## config.mk

```make
export PLATFORM = sky130hd
export DESIGN_NAME = mul_div_unit
export DESIGN_NICKNAME = d
export VERILOG_FILES = /design/src/rtl/mdu_pkg.sv /design/src/rtl/mdu_sign_fix.sv /design/src/rtl/mul_div_unit.sv
export SDC_FILE = /design/constraint.sdc
export NUM_CORES = 1
export LEC_CHECK = 0
export BUFFER_PORTS_ARGS = -buffer_cell sky130_fd_sc_hd__buf_2
export CAP_MARGIN = 20
export CELL_PAD_IN_SITES_DETAIL_PLACEMENT = 0
export CELL_PAD_IN_SITES_GLOBAL_PLACEMENT = 1
export CORE_MARGIN = 2
export CORE_UTILIZATION = 40
export CTS_CLUSTER_DIAMETER = 100
export CTS_CLUSTER_SIZE = 40
export DETAILED_ROUTE_END_ITERATION = 16
export PLACE_DENSITY = 0.76
export SLEW_MARGIN = 20
export SYNTH_ARGS = -nofsm -noshare
export SYNTH_HDL_FRONTEND = slang
export SYNTH_SLANG_ARGS = --single-unit
export TNS_END_PERCENT = 100
```

## constraint.sdc

```tcl
create_clock -name CLK -period 3.25 [get_ports CLK]
set_input_delay 0 -clock CLK [delete_from_list [all_inputs] [get_ports CLK]]
set_output_delay 0 -clock CLK [all_outputs]
set_load 0.005 [all_outputs]
```

## src/rtl/mdu_pkg.sv

```systemverilog
// Shared definitions for the multiply/divide unit and anything that drives it.
package mdu_pkg;

    // Op field encodings, as decoded from MULT/MULTU/DIV/DIVU
    localparam logic [1:0] OP_MULT  = 2'b00;
    localparam logic [1:0] OP_MULTU = 2'b01;
    localparam logic [1:0] OP_DIV   = 2'b10;
    localparam logic [1:0] OP_DIVU  = 2'b11;

    // One iteration per result bit; WIDTH is expected to equal this
    localparam int ITER_COUNT = 32;
    localparam int CNT_W      = $clog2(ITER_COUNT);

    typedef enum logic [1:0] {
        ST_IDLE = 2'd0,
        ST_CALC = 2'd1,
        ST_FIX  = 2'd2
    } stateT;

    // Signed variants work on magnitudes and re-apply the sign in FIX
    function automatic logic opSigned(input logic [1:0] op);
        return (op == OP_MULT) || (op == OP_DIV);
    endfunction

    function automatic logic opIsDiv(input logic [1:0] op);
        return (op == OP_DIV) || (op == OP_DIVU);
    endfunction

endpackage

```

## src/rtl/mdu_sign_fix.sv

```systemverilog
// Combinational two's-complement negate-on-request; used for operand
// magnitudes at Start and for re-applying result signs in FIX.
module mdu_sign_fix #(
    parameter int W = 32
) (
    input  logic [W-1:0] Value,
    input  logic         Negate,
    output logic [W-1:0] Result
);

    assign Result = Negate ? -Value : Value;

endmodule

```

## src/rtl/mul_div_unit.sv

```systemverilog
// Iterative 32-cycle multiply/divide unit holding the architectural HI/LO
// registers. Busy freezes the PC while an operation is in flight.
module mul_div_unit
    import mdu_pkg::*;
#(
    parameter int WIDTH = 32
) (
    input  logic             CLK,
    input  logic             RST,
    input  logic             Start,
    input  logic [1:0]       Op,
    input  logic [WIDTH-1:0] SrcA,
    input  logic [WIDTH-1:0] SrcB,
    input  logic             HiWre,
    input  logic             LoWre,
    input  logic [WIDTH-1:0] WriteData,
    output logic             Busy,
    output logic             Done,
    output logic [WIDTH-1:0] Hi,
    output logic [WIDTH-1:0] Lo
);

    localparam logic [CNT_W-1:0] LAST_ITER = CNT_W'(ITER_COUNT - 1);

    stateT              state;
    logic [CNT_W-1:0]   count;
    logic               opDiv;
    logic               negResult;   // operand signs differ (signed ops only)
    logic               negRem;      // dividend was negative (DIV only)
    logic               divZero;
    logic [WIDTH-1:0]   operandB;    // multiplicand or divisor magnitude
    logic [2*WIDTH-1:0] acc;         // mul: {partial, multiplier}; div: {rem, quot}
    logic [2*WIDTH-1:0] accNext;

    logic               signedOp;
    logic [WIDTH-1:0]   absA;
    logic [WIDTH-1:0]   absB;
    logic [2*WIDTH-1:0] prodFixed;
    logic [WIDTH-1:0]   quotFixed;
    logic [WIDTH-1:0]   remFixed;

    logic [WIDTH-1:0]   mulAddend;
    logic [WIDTH:0]     mulSum;
    logic [WIDTH:0]     remShift;

    assign signedOp = opSigned(Op);

    mdu_sign_fix #(.W(WIDTH)) uAbsA (
        .Value  (SrcA),
        .Negate (signedOp & SrcA[WIDTH-1]),
        .Result (absA)
    );

    mdu_sign_fix #(.W(WIDTH)) uAbsB (
        .Value  (SrcB),
        .Negate (signedOp & SrcB[WIDTH-1]),
        .Result (absB)
    );

    mdu_sign_fix #(.W(2*WIDTH)) uFixProd (
        .Value  (acc),
        .Negate (negResult),
        .Result (prodFixed)
    );

    // Divide by zero keeps the all-ones quotient regardless of operand signs
    mdu_sign_fix #(.W(WIDTH)) uFixQuot (
        .Value  (acc[WIDTH-1:0]),
        .Negate (negResult & ~divZero),
        .Result (quotFixed)
    );

    // Remainder follows the dividend sign; for x/0 this restores the original dividend
    mdu_sign_fix #(.W(WIDTH)) uFixRem (
        .Value  (acc[2*WIDTH-1:WIDTH]),
        .Negate (negRem),
        .Result (remFixed)
    );

    // One shift-add (multiply) or restoring-subtract (divide) step
    always_comb begin
        // NOTE: every output of this block gets a default first so no path leaves it unassigned (no latch).
        accNext   = acc;
        mulAddend = '0;
        mulSum    = '0;
        remShift  = '0;
        if (opDiv) begin
            remShift = {acc[2*WIDTH-1:WIDTH], acc[WIDTH-1]};
            if (remShift >= {1'b0, operandB}) begin
                accNext = {remShift[WIDTH-1:0] - operandB, acc[WIDTH-2:0], 1'b1};
            end else begin
                accNext = {remShift[WIDTH-1:0], acc[WIDTH-2:0], 1'b0};
            end
        end else begin
            mulAddend = acc[0] ? operandB : '0;
            mulSum    = {1'b0, acc[2*WIDTH-1:WIDTH]} + {1'b0, mulAddend};
            accNext   = {mulSum, acc[WIDTH-1:1]};
        end
    end

    // Control FSM, iteration counter, datapath registers and HI/LO
    always_ff @(posedge CLK or negedge RST) begin
        // NOTE: sequential state uses non-blocking assignments so every register samples pre-edge values.
        if (!RST) begin
            state     <= ST_IDLE;
            count     <= '0;
            opDiv     <= 1'b0;
            negResult <= 1'b0;
            negRem    <= 1'b0;
            divZero   <= 1'b0;
            operandB  <= '0;
            acc       <= '0;
            Busy      <= 1'b0;
            Done      <= 1'b0;
            Hi        <= '0;
            Lo        <= '0;
        end else begin
            Done <= 1'b0;
            case (state)
                ST_IDLE: begin
                    if (Start) begin
                        opDiv     <= opIsDiv(Op);
                        negResult <= signedOp & (SrcA[WIDTH-1] ^ SrcB[WIDTH-1]);
                        negRem    <= signedOp & SrcA[WIDTH-1];
                        divZero   <= (SrcB == '0);
                        operandB  <= opIsDiv(Op) ? absB : absA;
                        acc       <= {{WIDTH{1'b0}}, (opIsDiv(Op) ? absA : absB)};
                        count     <= '0;
                        Busy      <= 1'b1;
                        state     <= ST_CALC;
                    end else begin
                        if (HiWre) Hi <= WriteData;
                        if (LoWre) Lo <= WriteData;
                    end
                end
                ST_CALC: begin
                    acc   <= accNext;
                    count <= count + CNT_W'(1);
                    if (count == LAST_ITER) state <= ST_FIX;
                end
                ST_FIX: begin
                    if (opDiv) begin
                        Hi <= remFixed;
                        Lo <= quotFixed;
                    end else begin
                        Hi <= prodFixed[2*WIDTH-1:WIDTH];
                        Lo <= prodFixed[WIDTH-1:0];
                    end
                    Busy  <= 1'b0;
                    Done  <= 1'b1;
                    state <= ST_IDLE;
                end
                default: state <= ST_IDLE;
            endcase
        end
    end

endmodule
```

* After elaboration in Yosys (flattened, before gate mapping)
Cells that the tools add are included.
** Word-level totals
- Logic and storage cells :: 78
- Register bits after elaboration :: 173
- Output and inout bits :: 66
** Operators by class
- Order comparisons :: 1
- Eq/ne operators :: 10
- Multiplexer cells :: 28
- Bitwise logic cells :: 6
- Add/subtract/negate cells :: 8
- Reductions and logical operators :: 13
** Operators with widths (count)
- $mux 32 :: 13
- $mux 64 :: 4
- $neg 32->32 :: 4
- $pmux 32 s2 :: 2
- $pmux 64 s2 :: 1
- $neg 64->64 :: 1
- $add 32x32->33 :: 1
- $ge 33x32->1 :: 1
- $logic_not 32->1 :: 1
- $sub 32x32->32 :: 1
- $ne 2x2->1 const B :: 5
- $pmux 5 s2 :: 1
- $reduce_and 2->1 :: 4
- $eq 2x2->1 const B :: 3
- $reduce_and 3->1 :: 2
- $add 5x1->5 const B :: 1
- $eq 5x5->1 const B :: 1
- $mux 5 :: 1
- $and 1x1->1 :: 4
- $logic_not 2->1 :: 2
- $mux 2 :: 2
- $pmux 2 s2 :: 1
- $reduce_bool 2->1 :: 2
- $eq 2x1->1 const B :: 1
- 5 further kinds :: 7

* Logic depth before layout (Yosys ltp)
Gate-level depths: netlist of the first run.
- Depth after elaboration :: 7
- Mapped depth :: 14

* Cells and area by module
A second synthesis of the first run with hierarchy kept.
** Second synthesis, totals
- Cell total of the unflattened synthesis :: 2113
- Area, all modules :: 17648.2 µm²
** Modules (own cells, without submodules)
- mul_div_unit :: cells an instance 1472, times used 1, area each 13041.3 µm²
- mdu_sign_fix (uAbsA ...) :: cells an instance 108, times used 4, area each 767.0 µm²
- mdu_sign_fix (uFixProd) :: cells an instance 209, times used 1, area each 1539.0 µm²

* Worst setup path before layout of the first run
OpenSTA, ideal clock, no wires.
- Path kind :: reg-to-reg
- Start point :: register acc[0]
- End point :: register acc[63]
- Period minus slack after synthesis :: 3179 ps
- Arrival time :: 3092 ps
- Cell stages (with the launch flop) :: 15
- Path slack :: 71 ps
- Data required time :: 3163 ps
- Library setup time :: 87 ps
- Cell sequence :: dfrtp_1 inv_1 clkbuf_1 nor2_1 ha_1 clkbuf_1 and3_1 nand2_1 nor3_1 o21ai_0 a311o_1 o21ai_1 a2111oi_0 or3_1 a22oi_1
** On the way
- Cells in the longest elaborated chain, start to end :: 4
** Ends and longest elaborated chain
- start, declared :: RTL line mul_div_unit.sv:32 : logic [2*WIDTH-1:0] acc;
- start signal, assigned :: RTL line mul_div_unit.sv:127 : acc <= {{WIDTH{1'b0}}, (opIsDiv(Op) ? absA : absB)};
- start signal, assigned :: RTL line mul_div_unit.sv:137 : acc <= accNext;
- $mux 32 :: RTL line mul_div_unit.sv:95 : mulAddend = acc[0] ? operandB : '0;
- $add 32x32->33 :: RTL line mul_div_unit.sv:96 : mulSum = {1'b0, acc[2*WIDTH-1:WIDTH]} + {1'b0, mulAddend};
- $mux 64 :: RTL line mul_div_unit.sv:87 : if (opDiv) begin
- $pmux 64 s2 :: RTL line mul_div_unit.sv:119 : case (state)
No other way between the ends.
A chain may end at the register's enable or synchronous reset.

* Final worst setup path of the first run
- Start point :: register acc[0]
- End point :: register acc[54]
The elaborated chain is that of the path after synthesis.

==> flow_summary.toml, run 1 <==
[run_status]
status = "complete, no violations"

[place]
io_buffers = 168
dpl-instance-area_mm2 = 0.0170
placed_cells = 2578
place.gp.congestion = 0.970
hpwl_mm = 45.6

[grt]
grt_pass1_wl_mm = 86.7
antenna_found_initial = 0
grt_max_degree = 102
grt-ovfl-total = 0
gr-usage-all-layers_pct = 29.4
grt_pass1_vias = 14600

[sta]
finClkSkew_ns = 0.00981
hold_viol_final = 0
tightestPinTransition_ns = 0.966
tns_ns = 0
fmax_mhz = 308
relSlewSlack_pct = 35.5
finalCriticalPeriod_ns = 3.24
fin_crit_sh_pct = 99.8
setup_viol = 0
finalMaxSlewViolations = 0

[routing]
ant_nets = 0
drtIter0Drc = 1265
wirelength_mm = 57.8
drc = 0
first_pass_iters = 5
viasPerCell = 5.84
vias = 15600
wire_per_inst_um = 21.7

[run]
drv_cap = 0

[logic_synthesis]
synth_top_area_share_pct = 29.1
synth-edff-count = 0
synth_ff_type = "dfrtp_1"
synth_area_per_cell_um2 = 7.76
synth_area_mm2 = 0.0149
synth-seq-cells = 173
yosys_warnings = 0
syn_inst = 1916
ys_top_cells_by_area = "dfrtp_1 29%, a21oi_1 6.3%, o21ai_0 6.3%"
yosysSeqAreaShare_pct = 29.1
netlist.top_cell.by_area = "dfrtp_1"
yosysUniqueCellTypes = 80
synth.net_count = 2091
synthArstFlopShare_pct = 100

[setup_path]
cp_cell_sequence = "inv_4 > buf_12 > nor2_1 > ha_1 > a21oi_2 > o21ai_0 > a2111oi_1 > nand3_1 > a31oi_2 > nand2_1 > xor2_1 > a22oi_1 > o21ai_0"
startpoint = "acc[0]$_DFFE_PN0P_"
critical_path_depth = 13
critPathKind = "flip-flop to flip-flop"
crit_arrival_ns = 3.54
cp_slowest_cell = "a2111oi_1"
path_delay_family = "compound AO/OA/AOI/OAI gates"
r2r_end = "acc[54]$_DFFE_PN0P_"
cp_common_cell = "o21ai_0"
max_stage_delay_ns = 0.55
crit_required_ns = 3.54
cp_num_buf_inv = 2
r2r_setup_slack_ns = 0.007
reg2reg_from = "acc[0]$_DFFE_PN0P_"
critPathLaunchType = "flip-flop"
crit_fanout = 16
rr_worst_depth = 13
worstSetupEndpoint = "acc[54]$_DFFE_PN0P_"
endpoint_kind = "flip-flop"

[clocking]
numCtsBuffers = 17
clk_pin_slew_ns = 0.07
clock_latency_ns = 0.46
clockBufferDepth = 2
cts_root_buf = "clkbuf_16"
htree_levels = 4
cts_tree = "built"
cts.sinks = 173

[hold_path]
worstHoldPathType = "input pin to flip-flop"

[finish]
fin_cells = 2662
design_area_mm2 = 0.0183
syn_to_final_growth_pct = 22.8
fill_cells = 3636
drive_above_1_share_pct = 18.3
nets = 2357
num_antenna_cells = 0

[power]
p_int_mw = 11.0
power.share.clock_pct = 10.1
switchingPower_mw = 11.1
power.share.sequential_pct = 19.2
pwr_density_cell_mw_per_mm2 = 1210
power.share.switching_pct = 50.2
power.leakage_nw = 8.04
vdd_ir_drop_max_uv = 519
p_comb_share_pct = 70.8

[floorplan]
die_x_um = 197
core_mm2 = 0.0366
start_util_pct = 40.6
num_rows = 70
dieArea_mm2 = 0.0387
die_h_um = 197
pin_count = 169
[cell families after synthesis]
logic type | share of synthesized area (%)
xor gates and xnor gates | 9.90
muxes | 4.07
and+or+nand+nor | 19.2
AOI/OAI and AO/OA | 26.8
DFF | 29.1
adders and majority gates | 6.16
buffers and inverters | 4.78
[cells in the final DEF, fill, tap and decap left out, types with 57 or more instances in the layout]
master	count
buf_4	141
inv_1	64
dfrtp_1	172
xor2_1	72
ha_1	68
nand2_1	185
o21ai_0	183
mux2i_1	57
xnor2_1	96
a21oi_1	184
nor2_1	200
buf_2	167
[worst min-delay path, stage by stage]
cell and delay, ns:
buf_2 0.08, nor2_1 0.09, o31ai_1 0.25
[worst min-delay path by stage]
stage | start | depth (start not counted) | end
2_1_floorplan | RST | 0 | Busy$_DFFE_PN0P_
3_3_place_gp | RST | 1 | Hi[22]$_DFFE_PN0P_
3_5_place_dp | RST | 1 | Hi[24]$_DFFE_PN0P_
4_1_cts | WriteData[27] | 4 | Hi[27]$_DFFE_PN0P_
5_1_grt | WriteData[10] | 3 | Hi[10]$_DFFE_PN0P_
6_report | WriteData[10] | 3 | Lo[10]$_DFFE_PN0P_
[flip-flops by register name (all words and copies together) (netlist names), 2 cells and up]
name	count
acc	64
count	5
state	2
operandB	32
Lo	32
Hi	32
[power groups by stage]
stage          Clock [mW]  Sequential (mW)  Combinational (mW)
2_1_floorplan           0             4.09                9.45
3_3_place_gp            0             4.23                14.9
3_5_place_dp            0             4.25                15.0
4_1_cts              2.25             4.21                15.1
5_1_grt              2.34             4.36                17.0
6_report             2.23             4.25                15.7
[Yosys cell counts, types with 5 or more instances]
| library cell | number |
|---|---|
| ha_1 | 70 |
| and3_1 | 11 |
| mux2i_1 | 57 |
| nor2_1 | 202 |
| nand2b_1 | 14 |
| xor2_1 | 72 |
| nand4_1 | 14 |
| o41ai_1 | 5 |
| o21bai_1 | 13 |
| and2_1 | 8 |
| o211ai_1 | 22 |
| nor3_1 | 42 |
| nand2_1 | 186 |
| a21o_1 | 27 |
| o221ai_1 | 14 |
| a22oi_1 | 17 |
| nor4_1 | 15 |
| buf_1 | 14 |
| a31oi_1 | 26 |
| dfrtp_1 | 173 |
| or4_1 | 8 |
| o21a_1 | 11 |
| o21ai_0 | 187 |
| a211oi_1 | 39 |
| clkbuf_1 | 95 |
| inv_1 | 65 |
| nor2b_1 | 15 |
| o22ai_1 | 9 |
| xnor2_1 | 96 |
| o21ai_1 | 7 |
| or2_2 | 5 |
| nand3b_1 | 5 |
| a221oi_1 | 8 |
| a221o_1 | 5 |
| o31ai_1 | 25 |
| or3_1 | 18 |
| nand3_1 | 47 |
| a21oi_1 | 188 |
[final cells by class]
class                      instances  area [um2]  area share (%)
multi-input combinational       1559        9970            54.6
sequential                       173        4330            23.7
timing repair buffer             362        2490            13.6
tap                              468         586            3.21
clock buffer                      18         429            2.35
inverter                          69         262            1.43
clock inverter                    13         181           0.994
[per-layer routing]
metal	up-vias	wire [um]	share of wire (%)	global-route usage, %
met5	-	0	0	0
li1	7470	-	-	-
met1	7430	26900	47	43.1
met2	596	25300	44	44.8
met3	62	4000	6.9	3.76
met4	0	1580	2.7	9.08
[metrics by stage]
| step | setup slack, ns | total power [mW] | utilization (%) | hold WS, ns |
|---|---|---|---|---|
| finish | 0.00659 | 22.2 | 49.9 | 0.00275 |
| global placement | 0.0555 | 19.1 | 46.4 | 0.100 |
| global route | -0.200 | 23.7 | 49.9 | 0.0254 |
| floorplan | 0.0714 | 13.5 | - | -0.296 |
| CTS | 0.0110 | 21.6 | 49.4 | 0.00184 |
| detailed placement | 0.0402 | 19.2 | 46.4 | 0.107 |
[repair_timing]
| item | in CTS | in global routing |
|---|---|---|
| endpoints found under the hold margin | 139 | 0 |
| hold buffers | 48 | 0 |
| setup endpoints to repair | 0 | 30 |
| buffers inserted | 0 | 4 |
| gates resized for setup | 0 | 29 |
No activity file was read; power rests on OpenSTA's default activity.
==> run 2, diff against run 1 <==
RECOVER_POWER = 50   (was default)
==> flow_summary.toml, run 2 (synthesized netlist as in run 1, its figures left out) <==
[setup_path]
critPathKind = "flip-flop to flip-flop"
crit_required_ns = 3.55
critPathLaunchType = "flip-flop"
endpoint_kind = "flip-flop"
crit_fanout = 16
r2r_setup_slack_ns = 0.02
crit_arrival_ns = 3.53

[clocking]
cts_root_buf = "clkbuf_16"
clockBufferDepth = 2
clk_pin_slew_ns = 0.07
numCtsBuffers = 17
cts_tree = "built"
clock_latency_ns = 0.46
cts.sinks = 173
htree_levels = 4

[grt]
gr-usage-all-layers_pct = 29.4
grt_pass1_vias = 14600
met1_usage_pct = 43.1
grt-ovfl-total = 0
grt_max_degree = 102
grt_util_met3_pct = 3.76
met2_usage_pct = 44.8
grt.busiest_layer = "met2"
antenna_found_initial = 0
grt_pass1_wl_mm = 86.7

[power]
p_comb_share_pct = 70.6
power.share.clock_pct = 10.1
power.share.switching_pct = 50.3
vdd_ir_drop_max_uv = 524
power.share.sequential_pct = 19.3
p_int_mw = 11.0
pwr_density_cell_mw_per_mm2 = 1220
total_power_mw = 22.1
power.leakage_nw = 7.91
switchingPower_mw = 11.1

[routing]
drc = 0
wirelength_mm = 57.9
drtIter0Drc = 1259
viasPerCell = 5.85
vias = 15600
wire_per_inst_um = 21.8
ant_nets = 0
first_pass_iters = 5

[sta]
fmax_mhz = 309
finalCriticalPeriod_ns = 3.23
hold_viol_final = 0
finalMaxSlewViolations = 79
tns_ns = 0
finClkSkew_ns = 0.0102
relSlewSlack_pct = -47.3
fin_crit_sh_pct = 99.4
setup_viol = 0
tightestPinTransition_ns = 2.21

[finish]
seq_area_mm2 = 0.00433
syn_to_final_growth_pct = 22.3
fill_cells = 3655
final_cell_mix = "200 x nor2_1, 185 x nand2_1, 184 x a21oi_1"
largest_register_ffs = 64
nets = 2357
top_register = "acc"
drive_above_1_share_pct = 16.5
final_common_cell = "nor2_1"
multi_input_area_mm2 = 0.00997
num_antenna_cells = 0
fin_util_pct = 49.7

[hold_path]
worstHoldPathType = "input pin to flip-flop"

[floorplan]
die_h_um = 197
num_rows = 70
start_util_pct = 40.6
core_mm2 = 0.0366
pin_count = 169
die_x_um = 197
dieArea_mm2 = 0.0387

[place]
io_buffers = 168
hpwl_mm = 45.6
place.gp.congestion = 0.970

[run]
drv_cap = 1

[run_status]
violations = "max-capacitance violations, max-slew violations"
status = "complete, but fails checks"
## run 2: cell count changes in the layout (fill, tap and decap cells not counted), sizes merged
cell,before,now
buf,313,271
clkbuf,19,61
## run 2: stage by stage
| step | area (um2) | worst slack (ns) | hold WS, ns | std cells |
|---|---|---|---|---|
| CTS | 18100 | 0.0110 | 0.00184 | 2657 |
| floorplan | 14900 | 0.0714 | -0.296 | 1916 |
| detailed placement | 17000 | 0.0402 | 0.107 | 2578 |
| global route | 18200 | -0.200 | 0.0254 | 2662 |
| global placement | 17000 | 0.0555 | 0.100 | 2578 |
| finish | 18200 | 0.0179 | 0.000266 | 2662 |
## run 2: final timing paths
kind	cells after the start	start	end
min in group asynchronous	2	RST	Hi[22]$_DFFE_PN0P_
min reg2reg	2	Lo[18]$_DFFE_PN0P_	Lo[18]$_DFFE_PN0P_
max	13	acc[0]$_DFFE_PN0P_	acc[54]$_DFFE_PN0P_
max reg2reg	13	acc[0]$_DFFE_PN0P_	acc[54]$_DFFE_PN0P_
max in group asynchronous	3	RST	Lo[11]$_DFFE_PN0P_
min	3	WriteData[10]	Lo[10]$_DFFE_PN0P_
## run 2: critical path: stages, from the launching register on
cell and delay [ns]:
dfrtp_1 0.43, inv_4 0.08, buf_12 0.14, nor2_1 0.06, ha_1 0.37, a21oi_2 0.15, o21ai_0 0.13, a2111oi_1 0.55
nand3_1 0.26, a31oi_2 0.29, nand2_1 0.12, xor2_1 0.18, a22oi_1 0.18, o21ai_0 0.11
## run 2: timing repair
| item | in CTS | in global routing |
|---|---|---|
| hold buffers | 48 | 0 |
| endpoints found under the hold margin | 139 | 0 |
| buffers inserted | 0 | 4 |
| gates resized for setup | 0 | 29 |
| setup endpoints to repair | 0 | 30 |
## run 2: cell type report
class | count | area share (%)
well taps | 468 | 3.22
clock inverters | 13 | 0.998
inverters | 69 | 1.44
flip-flops and latches | 173 | 23.8
multi-input cells | 1559 | 54.9
repair buffers | 362 | 13.3
clock buffers | 18 | 2.36
## run 2: per-layer routing
layer | wire length [um] | vias to the layer above
met3 | 3710 | 56
met1 | 27300 | 7476
li1 | - | 7466
met2 | 25400 | 572
met4 | 1560 | 0
met5 | 0 | -
## run 2: power by group through the flow
stage | Sequential [mW] | Combinational, mW | Clock (mW)
floorplan | 4.09 | 9.45 | 0
global placement | 4.23 | 14.9 | 0
detailed placement | 4.25 | 15.0 | 0
CTS | 4.21 | 15.1 | 2.25
global route | 4.37 | 17.0 | 2.34
finish | 4.26 | 15.6 | 2.23
